$ cat src/rtl/keypad_emulator_pkg.sv
// rtl/keypad_emulator_pkg.sv - keypad column/row constants, ASCII key map and FSM encoding
// Shared with keypad_peripheral so both ends agree on the matrix layout.
package keypad_emulator_pkg;

   localparam logic [3:0] COL1 = 4'b1000;
   localparam logic [3:0] COL2 = 4'b0100;
   localparam logic [3:0] COL3 = 4'b0010;
   localparam logic [3:0] COL4 = 4'b0001;
   localparam logic [3:0] ROW1 = 4'b1000;
   localparam logic [3:0] ROW2 = 4'b0100;
   localparam logic [3:0] ROW3 = 4'b0010;
   localparam logic [3:0] ROW4 = 4'b0001;

   typedef enum logic [1:0] {
      ST_IDLE    = 2'd0,
      ST_PRESS   = 2'd1,
      ST_RELEASE = 2'd2
   } state_t;

   typedef struct packed {
      logic       valid;
      logic [3:0] col;
      logic [3:0] row;
   } key_pos_t;

   function automatic key_pos_t key_map(input logic [7:0] code);
      key_pos_t p;
      p.valid = 1'b1;
      p.col   = 4'b0000;
      p.row   = 4'b0000;
      case (code)
         8'h31: begin p.col = COL1; p.row = ROW1; end  // '1'
         8'h34: begin p.col = COL1; p.row = ROW2; end  // '4'
         8'h37: begin p.col = COL1; p.row = ROW3; end  // '7'
         8'h2A: begin p.col = COL1; p.row = ROW4; end  // '*'
         8'h32: begin p.col = COL2; p.row = ROW1; end  // '2'
         8'h35: begin p.col = COL2; p.row = ROW2; end  // '5'
         8'h38: begin p.col = COL2; p.row = ROW3; end  // '8'
         8'h30: begin p.col = COL2; p.row = ROW4; end  // '0'
         8'h33: begin p.col = COL3; p.row = ROW1; end  // '3'
         8'h36: begin p.col = COL3; p.row = ROW2; end  // '6'
         8'h39: begin p.col = COL3; p.row = ROW3; end  // '9'
         8'h23: begin p.col = COL3; p.row = ROW4; end  // '#'
         8'h41: begin p.col = COL4; p.row = ROW1; end  // 'A'
         8'h42: begin p.col = COL4; p.row = ROW2; end  // 'B'
         8'h43: begin p.col = COL4; p.row = ROW3; end  // 'C'
         8'h44: begin p.col = COL4; p.row = ROW4; end  // 'D'
         default: p.valid = 1'b0;
      endcase
      return p;
   endfunction

   function automatic logic key_is_valid(input logic [7:0] code);
      key_pos_t p;
      p = key_map(code);
      return p.valid;
   endfunction

endpackage

$ cat src/rtl/key_fifo.sv
// rtl/key_fifo.sv - synchronous 8-bit request FIFO with full/empty/count
// Push when full and pop when empty are ignored; pointers wrap on power-of-two depth.
module key_fifo #(
   parameter int DEPTH = 4,
   localparam int AW = $clog2(DEPTH)
) (
   input  logic        clk,
   input  logic        reset,
   input  logic        push,
   input  logic [7:0]  push_data,
   input  logic        pop,
   output logic [7:0]  pop_data,
   output logic        full,
   output logic        empty,
   output logic [AW:0] count
);

   logic [7:0]    mem [DEPTH];
   logic [AW-1:0] wr_ptr;
   logic [AW-1:0] rd_ptr;
   logic          do_push;
   logic          do_pop;

   assign full     = (count == (AW+1)'(DEPTH));
   assign empty    = (count == '0);
   assign do_push  = push && !full;
   assign do_pop   = pop && !empty;
   assign pop_data = mem[rd_ptr];

   always_ff @(posedge clk or posedge reset) begin
      if (reset) begin
         wr_ptr <= '0;
         rd_ptr <= '0;
         count  <= '0;
      end else begin
         if (do_push) wr_ptr <= wr_ptr + 1'b1;
         if (do_pop)  rd_ptr <= rd_ptr + 1'b1;
         if (do_push && !do_pop)      count <= count + 1'b1;
         else if (do_pop && !do_push) count <= count - 1'b1;
      end
   end

   always_ff @(posedge clk) begin
      if (do_push) mem[wr_ptr] <= push_data;
   end

endmodule

$ cat src/rtl/keypad_emulator.sv
// rtl/keypad_emulator.sv - 4x4 keypad responder: queued key presses driven onto row lines
// Each queued key is held for HOLD_CYCLES, then released for GAP_CYCLES.
module keypad_emulator #(
   parameter int FIFO_DEPTH  = 4,
   parameter int HOLD_CYCLES = 64,
   parameter int GAP_CYCLES  = 64
) (
   input  logic       clk,
   input  logic       reset,
   input  logic [3:0] cols,
   output logic [3:0] rows,
   input  logic       key_valid,
   input  logic [7:0] key_code,
   output logic       key_ready,
   output logic       bad_key,
   output logic       pressing,
   output logic       busy
);
   import keypad_emulator_pkg::*;

   localparam int AW = $clog2(FIFO_DEPTH);
   localparam int CW = $clog2((HOLD_CYCLES > GAP_CYCLES) ? HOLD_CYCLES : GAP_CYCLES);
   localparam logic [CW-1:0] HOLD_LOAD = CW'(HOLD_CYCLES - 1);
   localparam logic [CW-1:0] GAP_LOAD  = CW'(GAP_CYCLES - 1);

   state_t        state, state_nxt;
   logic [CW-1:0] cnt, cnt_nxt;
   key_pos_t      lat_key;
   logic          pop;
   logic          push;
   logic          accept;
   logic [7:0]    head_code;
   logic          full, empty;
   logic [AW:0]   count;

   assign key_ready = !full;
   assign accept    = key_valid && key_ready;
   assign push      = accept && key_is_valid(key_code);

   key_fifo #(.DEPTH(FIFO_DEPTH)) u_fifo (
      .clk       (clk),
      .reset     (reset),
      .push      (push),
      .push_data (key_code),
      .pop       (pop),
      .pop_data  (head_code),
      .full      (full),
      .empty     (empty),
      .count     (count)
   );

   always_comb begin
      state_nxt = state;
      cnt_nxt   = cnt;
      pop       = 1'b0;
      case (state)
         ST_IDLE: begin
            if (!empty) begin
               pop       = 1'b1;
               cnt_nxt   = HOLD_LOAD;
               state_nxt = ST_PRESS;
            end
         end
         ST_PRESS: begin
            if (cnt == '0) begin
               cnt_nxt   = GAP_LOAD;
               state_nxt = ST_RELEASE;
            end else begin
               cnt_nxt = cnt - 1'b1;
            end
         end
         ST_RELEASE: begin
            // Chain straight into the next press so back-to-back keys have no idle cycle
            if (cnt == '0) begin
               if (!empty) begin
                  pop       = 1'b1;
                  cnt_nxt   = HOLD_LOAD;
                  state_nxt = ST_PRESS;
               end else begin
                  state_nxt = ST_IDLE;
               end
            end else begin
               cnt_nxt = cnt - 1'b1;
            end
         end
         default: state_nxt = ST_IDLE;
      endcase
   end

   always_ff @(posedge clk or posedge reset) begin
      if (reset) begin
         state   <= ST_IDLE;
         cnt     <= '0;
         lat_key <= '0;
         bad_key <= 1'b0;
      end else begin
         state   <= state_nxt;
         cnt     <= cnt_nxt;
         bad_key <= accept && !key_is_valid(key_code);
         if (pop) lat_key <= key_map(head_code);
      end
   end

   assign pressing = (state == ST_PRESS);
   assign busy     = (count != '0) || (state != ST_IDLE);
   // The scanner samples rows in the same cycle it strobes cols, so this stays combinational
   assign rows     = (pressing && lat_key.valid && cols == lat_key.col) ? lat_key.row : 4'b0000;

endmodule

$ cat config.mk
export PLATFORM = sky130hd
export DESIGN_NAME = keypad_emulator
export DESIGN_NICKNAME = d
export VERILOG_FILES = /design/src/rtl/keypad_emulator_pkg.sv /design/src/rtl/key_fifo.sv /design/src/rtl/keypad_emulator.sv
export SDC_FILE = /design/constraint.sdc
export NUM_CORES = 1
export LEC_CHECK = 0
export CAP_MARGIN = 20
export CORE_UTILIZATION = 45
export CTS_CLUSTER_SIZE = 14
export DETAILED_ROUTE_END_ITERATION = 16
export HOLD_SLACK_MARGIN = 0.03
export PLACE_DENSITY = 0.66
export SETUP_SLACK_MARGIN = 0.4
export SYNTH_ARGS = -nofsm -noshare
export SYNTH_HDL_FRONTEND = slang
export SYNTH_HIERARCHICAL = 1
export SYNTH_SLANG_ARGS = --single-unit
$ cat constraint.sdc
create_clock -name clk -period 3.9 [get_ports clk]
set_input_delay 0.39 -clock clk [delete_from_list [all_inputs] [get_ports clk]]
set_output_delay 0.39 -clock clk [all_outputs]
set_load 0.01 [all_outputs]
# ---- Word level (Yosys, flattened, before mapping)
# Memories as Yosys holds them, arrays and structs flattened.
# Index checks and enable logic that the tools add are counted.
dict set report word_totals {
  regBits 25
  mem_bits_rw 32
  elab_cells 99
  input_bits 15
  memories 1
  output_inout_bits 8
}
dict set report classes {
  n_reduce_logical 25
  n_eq_ne 39
  n_mux 20
  n_addsub 5
}
# name words width rd rd_clocked_by_memory_dff write_ports line
set memory_table {}
lappend memory_table {u_fifo.mem 4 8 1 0 1 key_fifo.sv:18} ;# logic [7:0] mem [DEPTH];
# cell n
set ops {}
lappend ops {{equality test 8 x 6 -> 1 bit (second input constant)} 24}
lappend ops {{case mux 8 bit (16 select lines)} 1}
lappend ops {{equality test 8 x 7 -> 1 bit (second input constant)} 8}
lappend ops {{OR reduction 16 bit} 2}
lappend ops {{2-to-1 mux 6 bit} 3}
lappend ops {{case mux 6 bit (3 select lines)} 1}
lappend ops {{logical AND 1 bit} 9}
lappend ops {{2-to-1 mux 1 bit} 7}
lappend ops {{zero test 6 bit} 1}
lappend ops {{2-to-1 mux 2 bit} 3}
lappend ops {{2-to-1 mux 3 bit} 2}
lappend ops {{case mux 2 bit (3 select lines)} 1}
lappend ops {{nonzero test 3 bit} 2}
lappend ops {{subtractor 6 x 1 -> 6 bit (second input constant)} 1}
lappend ops {{zero test 1 bit} 5}
lappend ops {{adder 2 x 1 -> 2 bit (second input constant)} 2}
lappend ops {{equality test 4 bit} 1}
lappend ops {{2-to-1 mux 4 bit} 1}
lappend ops {{!= test 2 bit (second input constant)} 2}
lappend ops {{nonzero test 2 bit} 2}
lappend ops {{adder 3 x 1 -> 3 bit (second input constant)} 1}
lappend ops {{equality test 3 bit (second input constant)} 1}
lappend ops {{zero test 3 bit} 1}
lappend ops {{AND reduction 3 bit} 1}
lappend ops {{7 further kinds} 7}

# ---- Logic depth before layout (Yosys ltp)
dict set report logic_depth {
  depth_word 9
  ltp_mapped 13
  ltp_nobuf 12
}

# ---- Hierarchy
# Netlist, hierarchy kept.
# mod area_per_inst_um2 seq_area_each_um2 instances cells_per_inst
set by_module_without_submodules {}
lappend by_module_without_submodules {key_fifo 1592.8 1136.1 1 78}
lappend by_module_without_submodules {keypad_emulator 1487.7 450.4 1 183}

# ---- Least setup slack after synthesis
# No wires, ideal clock.
dict set report synth_timing {
  path_type {register to register}
  startpoint {reg u_fifo.count[0]}
  endpoint {reg u_fifo.count[2]}
  period_less_slack_ps 2804
  setup_time_ps 79
  arrival_time_ps 2724
  n_path_buf 1
  required_time_ps 3821
  stages_incl_launch_ff 13
  setup_slack_ps 1096
  path_cell_list {dfrtp_1 -> nor3_1 -> nor4b_1 -> a32oi_1 -> buf_2 -> inv_1 -> nand2b_1 -> ha_1 -> inv_1 -> fa_1 -> xor2_1 -> nor2_1 -> xor2_1}
}
dict set report synth_via {
  elab_chain_len 8
  elab_cells_between_ends 20
  cone_classes {add/sub (2); eq/ne (1); mux (5); reduce/logical (12)}
}
# item line
set synth_lines {}
lappend synth_lines {{start, declared} key_fifo.sv:15} ;# output logic [AW:0] count
lappend synth_lines {{start signal, assigned} key_fifo.sv:38} ;# if (do_push && !do_pop) count <= count + 1'b1;
lappend synth_lines {{start signal, assigned} key_fifo.sv:39} ;# else if (do_pop && !do_push) count <= count - 1'b1;
lappend synth_lines {{zero test 3 bit *} key_fifo.sv:25} ;# assign empty = (count == '0);
lappend synth_lines {{via empty} keypad_emulator.sv:33} ;# logic full, empty;
lappend synth_lines {{2-to-1 mux 1 bit *} {keypad_emulator.sv:58, keypad_emulator.sv:75}}
lappend synth_lines {{2-to-1 mux 1 bit} keypad_emulator.sv:74} ;# if (cnt == '0) begin
lappend synth_lines {{case mux 1 bit (2 select lines) *} keypad_emulator.sv:56} ;# case (state)
lappend synth_lines {{via pop} keypad_emulator.sv:29} ;# logic pop;
lappend synth_lines {{logical AND 1 bit *} key_fifo.sv:27} ;# assign do_pop = pop && !empty;
lappend synth_lines {{zero test 1 bit} key_fifo.sv:38}
lappend synth_lines {{logical AND 1 bit} key_fifo.sv:38}
lappend synth_lines {{2-to-1 mux 3 bit or nonzero test 2 bit (tied branches)} n/a}
# Mark *: on every way through the listed nets, which the timed path passes. The rest lies on a longest branch. The select of a mux whose other input is x is not followed.
# A chain may end at the register's enable or synchronous reset.

# ---- Worst setup path in the final report
dict set report layout_timing {
  startpoint {in key_code[0]}
  endpoint {reg u_fifo.count[2]}
}
dict set report layout_via {
  elab_chain_len 8
  elab_cells_between_ends 25
  cone_classes {eq/ne (16); mux (2); reduce/logical (7)}
}
# item line
set layout_lines {}
lappend layout_lines {{start, declared} keypad_emulator.sv:13} ;# input logic [7:0] key_code,
lappend layout_lines {{equality test 8 x 7 -> 1 bit or equality test 8 x 6 -> 1 bit (tied branches)} n/a}
lappend layout_lines {{OR reduction 16 bit (no source line) *} n/a}
lappend layout_lines {{2-to-1 mux 1 bit *} keypad_emulator_pkg.sv:31} ;# case (code)
lappend layout_lines {{logical AND 1 bit *} keypad_emulator.sv:38} ;# assign push = accept && key_is_valid(key_code);
lappend layout_lines {{via push} keypad_emulator.sv:30} ;# logic push;
lappend layout_lines {{logical AND 1 bit *} key_fifo.sv:26} ;# assign do_push = push && !full;
lappend layout_lines {{zero test 1 bit} key_fifo.sv:39}
lappend layout_lines {{logical AND 1 bit} key_fifo.sv:39}
lappend layout_lines {{nonzero test 2 bit (no source line)} n/a}
# Mark *: on every way through the listed nets, which the timed path passes. The rest lies on a longest branch.

==> summary.md <==
| Metric | Value |
|---|---|
| Number of global-route vias before repair | `2071` |
| Tcrit/Tclk final | `78.22%` |
| Level count of the clock H-tree | `3` |
| Final HPWL DP | `4037 µm` |
| Routed vias | `2088` |
| Cell Area, Synth | `3080 µm²` |
| Fraction of layout cells with a size suffix above 1 | `13.10%` |
| End of the critical path | `u_fifo/count[2]` |
| EDFF count, synth | `32` |
| Register area share after synthesis | `51.50%` |
| R2R Path Start | `u_fifo/count[0]` |
| Setup repair bufs after CTS | `0` |
| CTS max path bufs | `2` |
| Io pins | `23` |
| Full die area | `7180 µm²` |
| Total inserted antenna cells | `0` |
| Layout filler cell count | `544` |
| Area of the core | `6495 µm²` |
| Most common cell after layout, fill and taps aside | `sky130_fd_sc_hd__edfxtp_1` |
| Final std cells w/o fill | `367` |
| Crit Path Category | `in -> reg` |
| Worst hold slack after final layout | `0.3184 ns` |
| Post-synth top area cell | `sky130_fd_sc_hd__edfxtp_1` |
| Later-pin clock latency in the skew report | `0.33 ns` |
| Number of antenna violations at the first check in global routing | `0` |
| DR DRC count | `0` |
| TritonCTS clock tree | `done` |
| Number of core rows | `29` |
| Cell at the root of the clock tree | `sky130_fd_sc_hd__clkbuf_8` |
| Largest net degree at the start of global routing | `19` |
| Synthesis-stage register bit count | `57` |
| Max frequency | `327.8 MHz` |
| Crit path arrival time | `3.31 ns` |
| Transition time at the pin with the least slew margin | `0.7054 ns` |
| Max-capacitance violation count | `0` |
| CP Data Required Time | `4.16 ns` |
| DR pass1 iterations | `11` |
| Top_reg_cell synth | `sky130_fd_sc_hd__edfxtp_1` |
| Outcome | `complete, no violations` |
| Post-DR vias/cell | `5.689` |
| Highest-count cells in the layout ignoring fill and taps | `sky130_fd_sc_hd__edfxtp_1 (32), sky130_fd_sc_hd__dfrtp_1 (25), sky130_fd_sc_hd__clkdlybuf4s50_1 (22)` |
| Global-route wire length before repair | `10240 µm` |
| Setup repair after global routing missed its margin | `false` |
| Proportion of register bits with asynchronous set or reset after synthesis | `43.86%` |
| Net count of the finished layout | `311` |
| Clock input transition at the sequential cells of the worst setup and hold paths | `0.07 ns` |
| Max-slew violations | `0` |
| Synth warn | `6` |
| Storage element area | `1587 µm²` |
| Number of clock buffers inserted by TritonCTS | `9` |
| Kind of start point of the critical path | `input port` |
| Number of hold buffers added after CTS | `0` |
| Count of instances resized after the clock tree is built | `0` |
| Multi-input combinational cell area | `1363 µm²` |
| Aggregate routed wire length | `5839 µm` |
| Clock period minus final worst setup slack | `3.051 ns` |
| Leakage power summed over all cells | `1.324 nW` |
| Wire length per cell after detailed routing | `15.91 µm` |
| Synth Instances | `261` |
| Layout-stage area growth over the synthesis result | `16.13%` |
| Port Buffers | `22` |
| Number of nets in the synthesized netlist | `287` |
| Sinks on the clock net | `57` |
| Sort of element at the end of the critical path | `register` |
| Register-to-register setup slack | `1.09 ns` |
| Library cells used by synthesis | `63` |
| Die width | `84.74 µm` |
| Worst clock skew | `0.006973 ns` |
| Launch point of the worst path | `key_code[0]` |
| Peak supply drop | `0.3245 mV` |
| Reg2Reg Capture Point | `u_fifo/count[1]` |
| Total power divided by cell area | `685.2 nW/µm²` |
| Endpoints failing setup | `0` |
| Final GP Congestion | `0.8317` |
| Post-synthesis area per instance | `11.80 µm²` |
| Max-Slew Margin vs Limit | `52.92%` |
| Post-layout power | `0.002451 W` |
| Reg2Reg Depth | `11` |
| Class of the most critical hold timing path | `in -> async` |
| GRT Resource Usage Total | `18.60%` |
| Number of hold violations in the final report | `0` |
| Starting density of the core | `47.43%` |
| Post-placement cell count | `351` |
| Share of Yosys cell area claimed by the top area cell type | `31.19%` |
| Height of the die | `84.74 µm` |
| GRT Residual Overflow | `0` |
| Routed Antenna Nets | `0` |
| Leading cell types by total area after synthesis | `sky130_fd_sc_hd__edfxtp_1 (31%), sky130_fd_sc_hd__dfrtp_1 (20%), sky130_fd_sc_hd__mux4_2 (5.8%), sky130_fd_sc_hd__ha_1 (4.1%), sky130_fd_sc_hd__inv_1 (2.6%)` |
| Aggregate negative setup slack | `0 ns` |
| Detailed Route Iter0 Violations | `98` |
| Maximum fanout count along the critical path | `8` |
power breakdown:
part | total (W) | internal, W | leakage (nW) | switching (W)
clock network | 0.000607 | 0.000359 | 0.106 | 0.000248
registers | 0.000891 | 0.000744 | 0.595 | 0.000147
logic | 0.000952 | 0.000456 | 0.624 | 0.000497
per-stage QoR:
stage                     cell area (µm²)  setup WS [ns]  util, %
final                                3577         0.8493    55.08
after global routing                 3577         0.6073    55.08
after CTS                            3577         0.8515    55.08
after detailed placement             3359         0.5146    51.72
after global placement               3359         0.5554    51.72
after floorplan                      3080          1.097        -
area by class of cell:
| cell class | instances | share of cell area, % |
|---|---|---|
| Clock buffer | 9 | 3.463 |
| Clock inverter | 7 | 2.623 |
| Inverter | 21 | 2.204 |
| Multi-Input combinational cell | 172 | 38.09 |
| Sequential cell | 57 | 44.35 |
| Tap cell | 77 | 2.693 |
| Timing Repair Buffer | 24 | 6.576 |
worst min-delay path by stage:
stage | start | endpoint | slack, ns | cells past startpoint
floorplan | reset | u_fifo/count[0] | 0.19 | 1
global placement | lat_key[1] | lat_key[1] | 0.46 | 2
detailed placement | lat_key[3] | lat_key[3] | 0.46 | 2
CTS | reset | u_fifo/rd_ptr[0] | 0.32 | 2
global route | reset | u_fifo/count[0] | 0.36 | 2
finish | reset | u_fifo/count[1] | 0.32 | 2
layer usage:
layer	wire (µm)	part of all wire, %	global-route usage [%]
met1	2866	49	25.00
met2	2740	47	29.05
met3	166	2.8	4.425
met4	65	1.1	7.858
met5	0	0	0
registers in the layout, indices dropped and copies added, names as in the netlist:
name           count
u_fifo/mem        32
lat_key            9
cnt                6
u_fifo/count       3
state              2
u_fifo/rd_ptr      2
u_fifo/wr_ptr      2
bad_key            1
synth_stat cells (all sizes together) (2+ instances only):
library cell  number
a22oi              2
mux4               8
and3               2
a21oi              9
o21ai             15
a32oi              2
nand4bb            2
o22ai              2
or4b               3
xor2               2
nand3              2
and2               9
xnor2              6
o221ai             2
o21a               2
or3                2
edfxtp            32
nand2             12
o32a               3
dfrtp             25
nor2b              3
nor4               2
mux2               2
clkbuf             7
ha                10
a211oi             2
a2bb2oi            2
o22a               3
nand2b            10
inv               21
nor4b              4
nor3b              4
buf                4
a31oi              5
o21bai             2
nand3b             4
nor2              16
nor3               2
logic make-up (layout without fill, tap and decap cells):
logic type	Yosys count	count (layout)	synth area share, %
buffers and inverters	32	61	4.265
AND/OR/NAND/NOR	81	81	16.41
AO/OA/AOI/OAI	61	61	13.81
adder cells (fa/ha/maj)	11	11	4.712
XOR/XNOR	8	8	2.275
multiplexers	11	11	7.027
flip-flops	57	57	51.50
critical path: stages:
cell and delay [ns]:
sky130_fd_sc_hd__clkdlybuf4s50_1 0.53, sky130_fd_sc_hd__or3b_2 0.50, sky130_fd_sc_hd__and3_1 0.17, sky130_fd_sc_hd__o32a_1 0.17
sky130_fd_sc_hd__nor3b_1 0.16, sky130_fd_sc_hd__nor2b_2 0.31, sky130_fd_sc_hd__ha_1 0.24, sky130_fd_sc_hd__inv_1 0.06
sky130_fd_sc_hd__fa_1 0.37, sky130_fd_sc_hd__xor2_1 0.15, sky130_fd_sc_hd__nor2_1 0.11, sky130_fd_sc_hd__xor2_1 0.15
No activity file was read; power rests on OpenSTA's default activity.
